==> config.mk <==
export PLATFORM = sky130hd
export DESIGN_NAME = bird_physics
export DESIGN_NICKNAME = d
export VERILOG_FILES = /design/src/rtl/flappy_pkg.sv /design/src/rtl/btn_debounce.sv /design/src/rtl/bird_physics.sv
export SDC_FILE = /design/constraint.sdc
export NUM_CORES = 1
export LEC_CHECK = 0
export ABC_AREA = 1
export CORE_ASPECT_RATIO = 0.6
export CORE_MARGIN = 2
export CORE_UTILIZATION = 50
export CTS_CLUSTER_SIZE = 16
export DETAILED_ROUTE_END_ITERATION = 12
export PLACE_DENSITY = 0.78
export REMOVE_ABC_BUFFERS = 1
export SLEW_MARGIN = 20
export SYNTH_ARGS = -nofsm -noshare
export SYNTH_HDL_FRONTEND = slang
export SYNTH_SLANG_ARGS = --single-unit
==> constraint.sdc <==
create_clock -name clock_in -period 4.5 [get_ports clock_in]
set_input_delay 1.125 -clock clock_in [delete_from_list [all_inputs] [get_ports clock_in]]
set_output_delay 1.125 -clock clock_in [all_outputs]
set_load 0.01 [all_outputs]
==> src/rtl/flappy_pkg.sv <==
// +-------------------------------------------------------------------+
// | flappy_pkg : shared game-state encoding and playfield geometry     |
// | Rev 1.0                                                           |
// +-------------------------------------------------------------------+
`default_nettype none

package flappy_pkg;

    typedef enum logic [1:0] {
        IDLE = 2'd0,
        RUN  = 2'd1,
        DEAD = 2'd2
    } game_state_t;

    localparam int SCREEN_H = 480;
    localparam int BIRD_H   = 16;
    localparam int Y_FLOOR  = SCREEN_H - BIRD_H;
    localparam int Y_W      = 10;
    localparam int V_W      = 8;

endpackage

`default_nettype wire

==> src/rtl/btn_debounce.sv <==
// +-------------------------------------------------------------------+
// | btn_debounce : sample-enabled shift-register debouncer with press  |
// | Rev 1.0                                                           |
// +-------------------------------------------------------------------+
`default_nettype none

module btn_debounce #(
    parameter int DEBOUNCE_N = 4
) (
    input  logic clock_in,
    input  logic rst,
    input  logic sample_en,
    input  logic btn_raw,
    output logic level,
    output logic press
);

    logic [DEBOUNCE_N-1:0] r_shift;
    logic [DEBOUNCE_N-1:0] w_shift_next;
    logic                  w_level_next;

    // Level is judged on the post-shift window so a press lands in the sampling cycle.
    always_comb begin
        w_shift_next = {r_shift[DEBOUNCE_N-2:0], btn_raw};
        w_level_next = level;
        if (&w_shift_next)
            w_level_next = 1'b1;
        else if (~|w_shift_next)
            w_level_next = 1'b0;
        press = sample_en & w_level_next & ~level;
    end

    always_ff @(posedge clock_in) begin
        if (!rst) begin
            r_shift <= '0;
            level   <= 1'b0;
        end else if (sample_en) begin
            r_shift <= w_shift_next;
            level   <= w_level_next;
        end
    end

endmodule

`default_nettype wire

==> src/rtl/bird_physics.sv <==
// +-------------------------------------------------------------------+
// | bird_physics : tick edges, flap latch, game FSM and bird dynamics  |
// | Rev 1.0                                                           |
// +-------------------------------------------------------------------+
`default_nettype none

module bird_physics #(
    parameter int Y_W        = flappy_pkg::Y_W,
    parameter int V_W        = flappy_pkg::V_W,
    parameter int SCREEN_H   = flappy_pkg::SCREEN_H,
    parameter int BIRD_H     = flappy_pkg::BIRD_H,
    parameter int Y_START    = 232,
    parameter int GRAVITY    = 1,
    parameter int FLAP_V     = -8,
    parameter int V_MAX      = 8,
    parameter int DEBOUNCE_N = 4
) (
    input  logic                  clock_in,
    input  logic                  rst,
    input  logic                  clk_game,
    input  logic                  clk_fast,
    input  logic                  btn_flap,
    input  logic                  collide,
    output logic [Y_W-1:0]        bird_y,
    output logic signed [V_W-1:0] bird_vel,
    output logic [1:0]            game_state,
    output logic                  frame_tick,
    output logic                  hit_ground
);
    import flappy_pkg::*;

    localparam int YS      = Y_W + 2;
    localparam int FLOOR_Y = SCREEN_H - BIRD_H;
    localparam logic signed [V_W:0]   C_V_MAX  = (V_W+1)'(V_MAX);
    localparam logic signed [V_W-1:0] C_FLAP_V = V_W'(FLAP_V);

    game_state_t           r_state, w_state_next;
    logic                  r_game_q, r_fast_q, r_pending;
    logic                  w_game_tick, w_fast_tick, w_press, w_level;
    logic signed [V_W:0]   w_vel_inc;
    logic signed [V_W-1:0] w_v_new, w_vel_next;
    logic [YS-1:0]         w_y_new;
    logic [Y_W-1:0]        w_y_next;
    logic                  w_ceil, w_floor, w_hit_next, w_run_update;

    assign w_game_tick = clk_game & ~r_game_q;
    assign w_fast_tick = clk_fast & ~r_fast_q;
    assign game_state  = r_state;

    btn_debounce #(.DEBOUNCE_N(DEBOUNCE_N)) u_debounce (
        .clock_in  (clock_in),
        .rst       (rst),
        .sample_en (w_fast_tick),
        .btn_raw   (btn_flap),
        .level     (w_level),
        .press     (w_press)
    );

    // Signed position in two extra bits so ceiling underflow and floor overshoot are visible.
    always_comb begin
        w_vel_inc = {bird_vel[V_W-1], bird_vel} + (V_W+1)'(GRAVITY);
        w_v_new   = r_pending ? C_FLAP_V
                  : (w_vel_inc > C_V_MAX) ? C_V_MAX[V_W-1:0] : w_vel_inc[V_W-1:0];
        w_y_new   = {2'b00, bird_y} + {{(YS-V_W){w_v_new[V_W-1]}}, w_v_new};
        w_ceil    = w_y_new[YS-1] | (w_y_new == '0);
        w_floor   = ~w_y_new[YS-1] & (w_y_new >= YS'(FLOOR_Y));
    end

    always_comb begin
        w_state_next = r_state;
        w_y_next     = bird_y;
        w_vel_next   = bird_vel;
        w_hit_next   = 1'b0;
        w_run_update = 1'b0;
        unique case (r_state)
            IDLE: begin
                w_y_next   = Y_W'(Y_START);
                w_vel_next = '0;
                if (w_game_tick && r_pending)
                    w_run_update = 1'b1;
            end
            RUN: begin
                if (w_game_tick)
                    w_run_update = 1'b1;
            end
            DEAD: begin
                if (w_game_tick && r_pending) begin
                    w_state_next = IDLE;
                    w_y_next     = Y_W'(Y_START);
                    w_vel_next   = '0;
                end
            end
            default: w_state_next = IDLE;
        endcase

        if (w_run_update) begin
            w_state_next = RUN;
            if (w_ceil) begin
                w_y_next   = '0;
                w_vel_next = '0;
            end else if (w_floor) begin
                w_y_next     = Y_W'(FLOOR_Y);
                w_vel_next   = '0;
                w_state_next = DEAD;
                w_hit_next   = 1'b1;
            end else begin
                w_y_next   = w_y_new[Y_W-1:0];
                w_vel_next = w_v_new;
            end
            if (collide)
                w_state_next = DEAD;
        end
    end

    // A press in the consuming cycle re-arms the latch; set beats clear.
    always_ff @(posedge clock_in) begin
        if (!rst) begin
            r_game_q   <= 1'b0;
            r_fast_q   <= 1'b0;
            r_pending  <= 1'b0;
            r_state    <= IDLE;
            bird_y     <= Y_W'(Y_START);
            bird_vel   <= '0;
            frame_tick <= 1'b0;
            hit_ground <= 1'b0;
        end else begin
            r_game_q   <= clk_game;
            r_fast_q   <= clk_fast;
            r_pending  <= w_press | (r_pending & ~w_game_tick);
            r_state    <= w_state_next;
            bird_y     <= w_y_next;
            bird_vel   <= w_vel_next;
            frame_tick <= w_game_tick;
            hit_ground <= w_hit_next;
        end
    end

endmodule

`default_nettype wire

==> impl_metrics.tcl <==
set metrics [dict create \
    powerDensity_mw_per_mm2 190 \
    synth-simple-area-share_pct 41.4 \
    drt_iter0_drc 185 \
    rsz0062_at_grt "no" \
    setup_viol 0 \
    synthAdderAreaFrac_pct 8.46 \
    status "finished clean" \
    dp.final_hpwl_um 4130 \
    final_util_pct 62.5 \
    drive_above_1_share_pct 12.1 \
    fmax_mhz 257 \
    ys.flop_type "dfxtp_1" \
    synth-xor-area-share_pct 0.811 \
    clkSinkCount 29 \
    yosys-top-cells-area "dfxtp_1 (27%), nand2_1 (17%), inv_1 (8.2%), a21oi_1 (7.6%), ha_1 (7.5%)" \
    start_util_pct 52.4 \
    hold_buffers 0 \
    grt_pass1_wl_um 9020 \
    rows 18 \
    cp_num_buf_inv 2 \
    vias_per_cell 5.13 \
    nFillCells 407 \
    post-cts-setup-buffers 0 \
    die_height_um 54.9 \
    crit_slowest_cell "dfxtp_1" \
    synth-edff-count 0 \
    wl_per_cell_um 12.6 \
    crit_required_ns 4.72 \
    cts_buffers 5 \
    start_kind "flip-flop" \
    synth_warnings 0 \
    cts_tree "built" \
    max_slew_margin_pct 53.0 \
    worstHoldStart "r_game_q" \
    stdcell_area_mm2 0.00257 \
    critPathTopFamily "simple AND/OR/NAND/NOR gates" \
    clock_latency_ns 0.28 \
    r2r_cells 23 \
    ys_seq_area_share_pct 26.9 \
    crit_path_frequent_cell "nand2_1" \
    first_pass_iters 4 \
    syn_avg_cell_area_um2 6.50 \
    antenna_found_initial 0 \
    cts-resized-gates 0 \
    placed_area_mm2 0.00249 \
    timing.setup.tns_ns 0 \
    via_count 2176 \
    critical_path_class "flip-flop to flip-flop" \
    final_nets 383 \
    routed_wl_um 5330 \
    rr_startpoint "bird_vel[0]" \
    gp_congestion 0.917 \
    yosysMostFrequentCell "nand2_1" \
    synth_mux_area_share_pct 0 \
    clockBufferDepth 2 \
    cp-end-kind "flip-flop" \
    slowest_delay_ns 0.48 \
    hold_depth 1 \
    grt_util_all_layers_pct 24.7 \
    hp-class "flip-flop to flip-flop" \
    synth_top_area_share_pct 26.9 \
    critPathLaunch "bird_vel[0]" \
    max-vdd-ir-drop_mv 0.160 \
    path_max_fanout 15 \
    ys_types 35 \
    syn_inst 332 \
    hold_viol_final 0 \
    overflow 0 \
    cp.depth 23 \
    post-route-drc-count 0 \
    syn_area_mm2 0.00216 \
    path_cells "ha_1, nand2_1, inv_1, nand2_1, nand2_1, nand2_1, nor2_2, nand3_2, nand2_4, nand2_1, nand2_1, ha_1, a21oi_1, o21ai_0, a211oi_1, nand3b_1, nand2_1, inv_2, nor2_4, nand3_1, nand2_1, nand2_1, nand2_1" \
    ys_async_sr_fraction_pct 0 \
    cap_violations 0 \
    finalCriticalPeriod_ns 3.89 \
    slew_violations 0 \
    arrival_ns 4.11 \
    core_area_mm2 0.00412 \
    io_buffers 27 \
    grt_pass1_vias 1933 \
    h-tree-depth 2 \
    diodes 0 \
    grt_max_degree 23 \
    postRouteAntennaNets 0 \
    tightest_slew_ns 0.705 \
    synth_top_family_by_area "simple AND/OR/NAND/NOR gates" \
    die_x_um 88.8 \
    p_leak_nw 1.29 \
    finClkSkew_ns 0.00768 \
    postSynthRegisterBits 29 \
    area_growth_pct 19.2 \
    ioPinCount 28 \
    die_area_mm2 0.00488 \
    clk_pin_slew_worst_paths_ns 0.06 \
    clockRootBuffer "clkbuf_8" \
    synth-compound-area-share_pct 12.1 \
    synthTopCellsByCount "nand2_1 (95), inv_1 (47), a21oi_1 (33), dfxtp_1 (29), nor2_1 (22)" \
    synth_area_leader_cell "dfxtp_1" \
    post-route-period-util_pct 86.5 \
]
==> area by class of cell <==
type | instances | area (µm²) | share of cell area [%]
Inverter | 50 | 188 | 7.29
Clock buffer | 6 | 72.6 | 2.82
Timing Repair Buffer | 30 | 293 | 11.4
Clock inverter | 2 | 10.0 | 0.389
Tap cell | 60 | 75.1 | 2.92
Multi-Input combinational cell | 247 | 1360 | 52.7
Sequential cell | 29 | 581 | 22.5
==> path summary, 6_finish.rpt <==
check                           slack, ns          to
worst max register to register       0.61   bird_y[3]
worst min-delay path                 0.43  frame_tick
worst min register to register       0.43  frame_tick
worst max-delay path                 0.61   bird_y[3]
==> cell families (layout without fill, tap and decap cells) <==
kind of cell | after synthesis | count (layout)
AO/OA/AOI/OAI | 47 | 47
XOR/XNOR | 2 | 2
adder cells (fa/ha/maj) | 14 | 14
flip-flops | 29 | 29
buffers and inverters | 56 | 88
AND/OR/NAND/NOR | 184 | 184
==> placed cells by master, fill, tap and decap left out, types with 3 or more instances in the layout <==
cell and count:
nor2_1 22, clkbuf_8 5, nand4_1 14, a21oi_1 33
ha_1 13, nand3_1 15, nand3_2 5, clkdlybuf4s50_1 27
nand3b_1 3, buf_4 3, inv_1 47, nand2_1 95
nor2_2 6, nor3_1 4, o21ai_0 5, inv_2 3
nand2_2 11, dfxtp_1 29, nand2_4 3
==> per-layer routing <==
layer / vias to the layer above / share of wire [%] / track usage, %
met5: - / 0 / 0
met4: 0 / 0.71 / 6.57
met3: 5 / 6.9 / 5.93
met2: 62 / 38 / 34.8
met1: 978 / 55 / 37.3
li1: 1131 / - / -
==> metrics by stage <==
stage | std cells | hold slack, ns | worst slack (ns) | total power (W)
floorplan | 326 | 0.392 | 1.17 | 0.000277
global placement | 416 | 0.410 | 0.832 | 0.000286
detailed placement | 416 | 0.418 | 0.740 | 0.000287
CTS | 424 | 0.427 | 0.688 | 0.000494
global route | 424 | 0.444 | 0.173 | 0.000510
finish | 424 | 0.435 | 0.608 | 0.000489
==> flip-flops by register name, indices dropped and copies added (netlist names) <==
register            count
bird_y                 10
bird_vel                8
u_debounce.r_shift      3
game_state              2
frame_tick              1
hit_ground              1
r_fast_q                1
r_game_q                1
r_pending               1
u_debounce.level        1
==> power by group <==
group          leakage, nW  switching, W  internal, W   total, W
Clock               0.0450      0.000101     0.000107   0.000208
Combinational         1.01     0.0000124   0.00000817  0.0000205
Sequential           0.235    0.00000110     0.000260   0.000261
No activity file was read; power rests on OpenSTA's default activity.
